## config.mk

```make
export PLATFORM = sky130hd
export DESIGN_NAME = sr_chain
export DESIGN_NICKNAME = d
export VERILOG_FILES = /design/src/rtl/sr_chain.sv
export SDC_FILE = /design/constraint.sdc
export NUM_CORES = 1
export LEC_CHECK = 0
export BUFFER_PORTS_ARGS = -buffer_cell sky130_fd_sc_hd__buf_4
export CAP_MARGIN = 20
export CORE_MARGIN = 1
export CORE_UTILIZATION = 48
export DETAILED_ROUTE_END_ITERATION = 16
export GPL_ROUTABILITY_DRIVEN = 0
export HOLD_SLACK_MARGIN = 0.08
export PLACE_DENSITY = 0.66
export SLEW_MARGIN = 30
export SYNTH_ARGS = -nofsm -noshare
export SYNTH_HDL_FRONTEND = slang
export SYNTH_SLANG_ARGS = --single-unit
```

## constraint.sdc

```tcl
create_clock -name clk -period 4 [get_ports clk]
set_input_delay 0.2 -clock clk [delete_from_list [all_inputs] [get_ports clk]]
set_output_delay 0.2 -clock clk [all_outputs]
set_load 0.03 [all_outputs]
```

## src/rtl/sr_chain.sv

```systemverilog
// rtl/sr_chain.sv - variable-tap shift register chain with recirculate, hold and flush
module sr_chain #(
  parameter int WIDTH = 1,
  parameter int DEPTH = 128,
  localparam int LW = $clog2(DEPTH + 1)
) (
  input  logic             clk,
  input  logic             rst,
  input  logic             en,
  input  logic [1:0]       mode,
  input  logic [LW-1:0]    len,
  input  logic [WIDTH-1:0] din,
  output logic [WIDTH-1:0] dout,
  output logic             dout_valid,
  output logic [LW-1:0]    fill,
  output logic             busy
);

  localparam logic [1:0] MODE_SHIFT  = 2'b00;
  localparam logic [1:0] MODE_RECIRC = 2'b01;
  localparam logic [1:0] MODE_HOLD   = 2'b10;

  typedef enum logic {S_RUN, S_FLUSH} state_t;

  state_t           state;
  logic [WIDTH-1:0] stage [DEPTH];
  logic [LW-1:0]    len_q;
  logic [LW-1:0]    fill_q;
  logic [LW-1:0]    flush_cnt;
  logic [LW-1:0]    len_eff;
  logic [WIDTH-1:0] tap;
  logic [WIDTH-1:0] shift_word;
  logic             do_shift;

  always_comb begin
    len_eff = len;
    if (len == '0)
      len_eff = LW'(1);
    else if (len > LW'(DEPTH))
      len_eff = LW'(DEPTH);
  end

  // Tap mux at stage len_q-1; len_q is always in 1..DEPTH
  always_comb begin
    tap = stage[0];
    for (int k = 0; k < DEPTH; k++) begin
      if (len_q == LW'(k + 1))
        tap = stage[k];
    end
  end

  always_comb begin
    do_shift   = 1'b0;
    shift_word = din;
    if (state == S_FLUSH) begin
      do_shift   = 1'b1;
      shift_word = '0;
    end else if (mode == MODE_SHIFT) begin
      do_shift = en;
    end else if (mode == MODE_RECIRC) begin
      do_shift   = en;
      shift_word = tap;
    end
  end

  always_ff @(posedge clk) begin
    if (rst) begin
      for (int k = 0; k < DEPTH; k++)
        stage[k] <= '0;
    end else if (do_shift) begin
      stage[0] <= shift_word;
      for (int k = 1; k < DEPTH; k++)
        stage[k] <= stage[k-1];
    end
  end

  always_ff @(posedge clk) begin
    if (rst) begin
      state     <= S_RUN;
      len_q     <= LW'(DEPTH);
      fill_q    <= '0;
      flush_cnt <= '0;
    end else begin
      case (state)
        S_RUN: begin
          case (mode)
            MODE_SHIFT: begin
              if (en && (fill_q < len_q))
                fill_q <= fill_q + LW'(1);
            end
            MODE_RECIRC: begin
            end
            MODE_HOLD: begin
              len_q <= len_eff;
              if (fill_q > len_eff)
                fill_q <= len_eff;
            end
            default: begin
              state     <= S_FLUSH;
              flush_cnt <= len_q;
            end
          endcase
        end
        S_FLUSH: begin
          flush_cnt <= flush_cnt - LW'(1);
          if (fill_q != '0)
            fill_q <= fill_q - LW'(1);
          if (flush_cnt <= LW'(1))
            state <= S_RUN;
        end
        default: state <= S_RUN;
      endcase
    end
  end

  assign dout       = tap;
  assign fill       = fill_q;
  assign busy       = (state == S_FLUSH);
  assign dout_valid = (state == S_RUN) && (fill_q == len_q);

endmodule

```

After elaboration in Yosys (flattened, before gate mapping) --
Memory sizes are Yosys's and may differ from the RTL's. Index checks and enable logic that the tools add are counted.
Word-level totals: flip-flop bits (word level) 25, bits in writable memories 128, input port bits 14, output and inout bits 11, memories kept 1
Cells by class: $add $sub $neg 3, order comparisons 4, equality and inequality tests 135, muxes and demuxes 278, bitwise gates (word level) 129, reduce and logical (&&, ||, !) cells 8
Memories:
- stage | depth 128, bits a word 1, read ports 128, clocked after Yosys merged registers in 0, wr ports 128, line 26 | logic [WIDTH-1:0] stage [DEPTH];
Operators with widths (number):
- $eq 8x7->1 const B | 64
- $mux 1 | 268
- $eq 8x6->1 const B | 32
- $eq 8x5->1 const B | 16
- $or 1x1->1 | 128
- $eq 8x4->1 const B | 8
- $mux 8 | 6
- $pmux 8 s2 | 3
- $eq 8x3->1 const B | 4
- $eq 8x2->1 const B | 2
- $sub 8x1->8 const B | 2
- $add 8x1->8 const B | 1
- $eq 8x8->1 | 1
- $eq 8x8->1 const B | 1
- $gt 8x8->1 | 1
- $gt 8x8->1 const B | 1
- $le 8x1->1 const B | 1
- $logic_not 8->1 | 1
- $lt 8x8->1 | 1
- $reduce_bool 8->1 | 1
- $ne 3x3->1 const B | 2
- $reduce_and 4->1 | 1
- $ne 3x2->1 const B | 1
- $reduce_or 3->1 | 1
- 9 further kinds | 10

Longest topological paths before layout --
depth after elaboration 132, depth in mapped cells 14, gate-level depth less buffers 13

Least setup slack after synthesis --
OpenSTA, ideal clock, no wires.
kind register to register, start register state, in the netlist busy, end memory stage[0][0], enable pin, library setup time 0.509 ns, data arrival time 3.910 ns, required time 3.491 ns, path slack -0.419 ns, cell stages (with the launch flop) 4, path buffers 1, period minus slack after synthesis 4.419 ns, path through dfxtp_1 clkbuf_1 a21oi_1 nand2b_1
RTL lines:
- start, declared | line 25 | state_t state;
- start signal, assigned | line 79 | state <= S_RUN;
- start signal, assigned | line 99 | state <= S_FLUSH;
- start signal, assigned | line 109 | state <= S_RUN;
- end, declared | line 26

Final worst setup path --
start register len_q[0], end output dout
Between the ends: cells in the longest elaborated chain, start to end 128
RTL lines:
- start, declared | line 27 | logic [LW-1:0] len_q;
- start signal, assigned | line 80 | len_q <= LW'(DEPTH);
- start signal, assigned | line 94 | len_q <= len_eff;
- $eq 8x2->1 | line 47 | if (len_q == LW'(k + 1))
- $mux 1 (126 in series) | line 47
- $mux 1 * | line 47
- end, declared | line 13 | output logic [WIDTH-1:0] dout,
Every way passes the cells marked *; elsewhere a longest branch is shown, timed or not.

==> results.toml <==
[placement]
placement.io_buffers = 24
dp_worst_setup_slack_ns = 0.737
dp.final_hpwl_um = 15900

[floorplan]
core_area_um2 = 17900
std_cell_rows = 49
dieWidth_um = 137
die-height_um = 137
die_area_um2 = 18800
design.portCount = 25
start_util_pct = 49.0

[synth]
synth.yosys.seq_area_share_pct = 49.6
dominant_cell_by_count_in_the_synthesized_netlist = "sky130_fd_sc_hd__edfxtp_1"
synth_fp_nets = 903
avgSynthCellArea_um2 = 10.1
synth_top_area_share_pct = 43.9
netlist_area_um2 = 8760
synthFlopType = "sky130_fd_sc_hd__edfxtp_1"
synth_cell_type_count = 77
synth.ff_latch_count = 153
warnings_synthesis = 0
synth-async-reset-ratio_pct = 0
yosys-top-cells-area = "sky130_fd_sc_hd__edfxtp_1, sky130_fd_sc_hd__dfxtp_1, sky130_fd_sc_hd__nor2b_1, sky130_fd_sc_hd__and2_1, sky130_fd_sc_hd__a21oi_1"
synth_edf_count = 128
synthesis.instances = 868
synth_top_cells_by_count = "sky130_fd_sc_hd__edfxtp_1, sky130_fd_sc_hd__nor2b_1, sky130_fd_sc_hd__nor2_1, sky130_fd_sc_hd__a21oi_1, sky130_fd_sc_hd__and2_1"
post-synth-top-area-cell = "sky130_fd_sc_hd__edfxtp_1"

[min_path]
min-delay-path-class = "input pin to flip-flop"
min-delay-start = "mode[1]"
worst_hold_path.endpoint = "flush_cnt[0]"
worst_hold_stages = 4

[critical_path]
r2r_setup_slack_ns = 0.63
timing.reg2reg.worst_path_depth = 9
worst_setup_path_end_kind = "output pin"
worstPathBufferInverterCount = 2
critPathMaxStageDelay_ns = 0.77
crit_chain = "inv_1 > o21ai_0 > nand2_1 > a311oi_1 > a221o_2 > o311a_1 > o211ai_1 > a311o_1 > buf_4"
worst_r2r_startpoint = "len_q[0]"
critical_path.slowest_cell = "sky130_fd_sc_hd__dfxtp_2"
cp_data_required_time_ns = 3.80
regToRegEndpoint = "stage[0][0]"
arrival_ns = 3.52
timing.critical_path.from_type = "flip-flop"
timing.critical_path.max_delay_family = "compound AO/OA/AOI/OAI gates"
critPathKind = "flip-flop to output pin"
worstPathMaxFanout = 33

[final_layout]
area.growth.synth_to_final_pct = 10.2
ff_latch_area_um2 = 4350
antennaDiodeCount = 0
fill_cells = 1597
final_net_count = 910
drive_gt1_share_pct = 11.7
area_taken_by_multi_input_logic_gates_um2 = 3970

[global_routing]
grt_pass1_wl_um = 36600
initial_antenna_violation_count = 0
grt_start_max_net_pins = 70
track_usage_pct = 26.3
grt_pass1_vias = 6437
gr-total-overflow = 0

[cts]
tritoncts = "built"
path_clk_slew_ns = 0.06
cts_htree_levels = 4
cts-buffers-inserted = 17
ctsLongestPathBuffers = 2
insertion_delay_ns = 0.44
number_of_setup_buffers_added_after_cts = 0
clockRootBuffer = "sky130_fd_sc_hd__clkbuf_16"
cts_num_sinks = 153

[pwr]
p_total_uw = 4240
ir_worst_vdd_mv = 0.584
power.density_cell_area_nw_per_um2 = 439
power.leakage_uw = 0.00354

[drt]
viasPerCell = 6.24
drc = 0
detail-route-antenna-nets = 0
drt-total-wl_um = 23500
wl_per_cell_um = 21.0
drt_iter0_drc = 824
drt_first_pass_iters = 6
route.vias.total = 6975

[sta]
setup_ws_ns = 0.281
worst_clock_skew_ns = 0.0176
fmax_mhz = 269
grt_setup_unrepaired = "false"
slew_worst_pin_ns = 0.903
totalNegativeSetupSlack_ns = 0
final-hold-violation-count = 0
timing_max_transition_violations_final = 0
post-route-period-util_pct = 93.0
setup_violations = 0
layout_min_cycle_time_ns = 3.72
relSlewSlack_pct = 39.8

[flow_run]
max_cap_violations = 0

[run_status]
outcome = "completed"
-- cell type report --
| cell class | count | area share (%) |
|---|---|---|
| timing repair buffer | 47 | 3.81 |
| clock inverter | 5 | 0.311 |
| inverter | 28 | 1.09 |
| sequential | 153 | 45.0 |
| clock buffer | 27 | 5.75 |
| tap | 229 | 2.97 |
| multi-input combinational | 628 | 41.1 |
-- tightest hold or removal path, delay by kind of cell --
family / cells / cell delay, ns
compound gates: 2 / 0.19
buf+inv: 1 / 0.11
simple gates: 1 / 0.10
-- per-stage QoR --
step | cells | hold slack (ns) | utilization [%] | cell area, um^2
after floorplan | 868 | 0.322 | - | 8770
after global placement | 1084 | 0.459 | 50.6 | 9060
after detailed placement | 1084 | 0.481 | 50.6 | 9060
after CTS | 1117 | 0.216 | 53.9 | 9660
after global routing | 1117 | 0.257 | 53.9 | 9660
final | 1117 | 0.238 | 53.9 | 9660
-- placed cells by master, fill, tap and decap left out, types with 4 or more instances in the layout --
master,count
sky130_fd_sc_hd__o21ai_0,56
sky130_fd_sc_hd__a2bb2oi_1,5
sky130_fd_sc_hd__buf_4,45
sky130_fd_sc_hd__mux2_2,8
sky130_fd_sc_hd__o311ai_0,4
sky130_fd_sc_hd__o31ai_1,4
sky130_fd_sc_hd__and2_1,60
sky130_fd_sc_hd__dfxtp_1,22
sky130_fd_sc_hd__ha_1,21
sky130_fd_sc_hd__a21oi_1,61
sky130_fd_sc_hd__and3_1,7
sky130_fd_sc_hd__o22ai_1,9
sky130_fd_sc_hd__a31oi_1,18
sky130_fd_sc_hd__o211ai_1,6
sky130_fd_sc_hd__a21o_1,4
sky130_fd_sc_hd__nand4_1,6
sky130_fd_sc_hd__nand3_1,20
sky130_fd_sc_hd__clkbuf_16,20
sky130_fd_sc_hd__or3_1,5
sky130_fd_sc_hd__edfxtp_1,128
sky130_fd_sc_hd__clkbuf_4,5
sky130_fd_sc_hd__nor2_1,62
sky130_fd_sc_hd__nand2b_1,8
sky130_fd_sc_hd__nor2b_1,68
sky130_fd_sc_hd__inv_1,28
sky130_fd_sc_hd__a221oi_1,5
sky130_fd_sc_hd__nor3_1,22
sky130_fd_sc_hd__a211oi_1,13
sky130_fd_sc_hd__a22oi_1,4
sky130_fd_sc_hd__nand2_1,58
sky130_fd_sc_hd__mux2i_1,19
-- sequential cells by signal (all words and copies together) (netlist names) --
name / cells
stage: 128
fill: 8
len_q: 8
flush_cnt: 8
busy: 1
-- per-layer routing --
layer  up-vias  routed length (um)  share of wire [%]  GRT usage (%)
met5         -                   0                  0              0
met1      3401               10700                 46           36.8
met2       295               10600                 45           39.9
met4         0                 515                2.2           8.79
li1       3221                   -                  -              -
met3        58                1560                6.6           5.89
-- what timing repair did --
| action | 4_1_cts | 5_1_grt |
|---|---|---|
| endpoints found under the hold margin | 2 | 0 |
| endpoints found under the setup margin | 0 | 1 |
| resized for setup | 0 | 1 |
| hold buffers | 1 | 0 |
-- logic make-up (layout without fill, tap and decap cells) --
logic type	count (synthesis)	after routing	share of synthesized area, %
flip-flops	153	153	49.6
buffers and inverters	87	107	5.30
adder cells (fa/ha/maj)	21	21	3.00
multiplexers	29	29	3.58
AND/OR/NAND/NOR	341	341	20.9
AO/OA/AOI/OAI	237	237	17.7
-- power breakdown --
group / switching, uW / internal [uW]
clock network: 635 / 955
registers: 146 / 1910
logic: 357 / 236
-- worst max path at each step --
stage / end / start / cells after the start
floorplan: stage[0][0] / busy / 3
global placement: stage[0][0] / len_q[0] / 9
detailed placement: stage[0][0] / len_q[0] / 9
CTS: dout / len_q[3] / 9
global route: dout / len_q[0] / 9
finish: dout / len_q[0] / 9
Power figures use the tool's default switching activity.
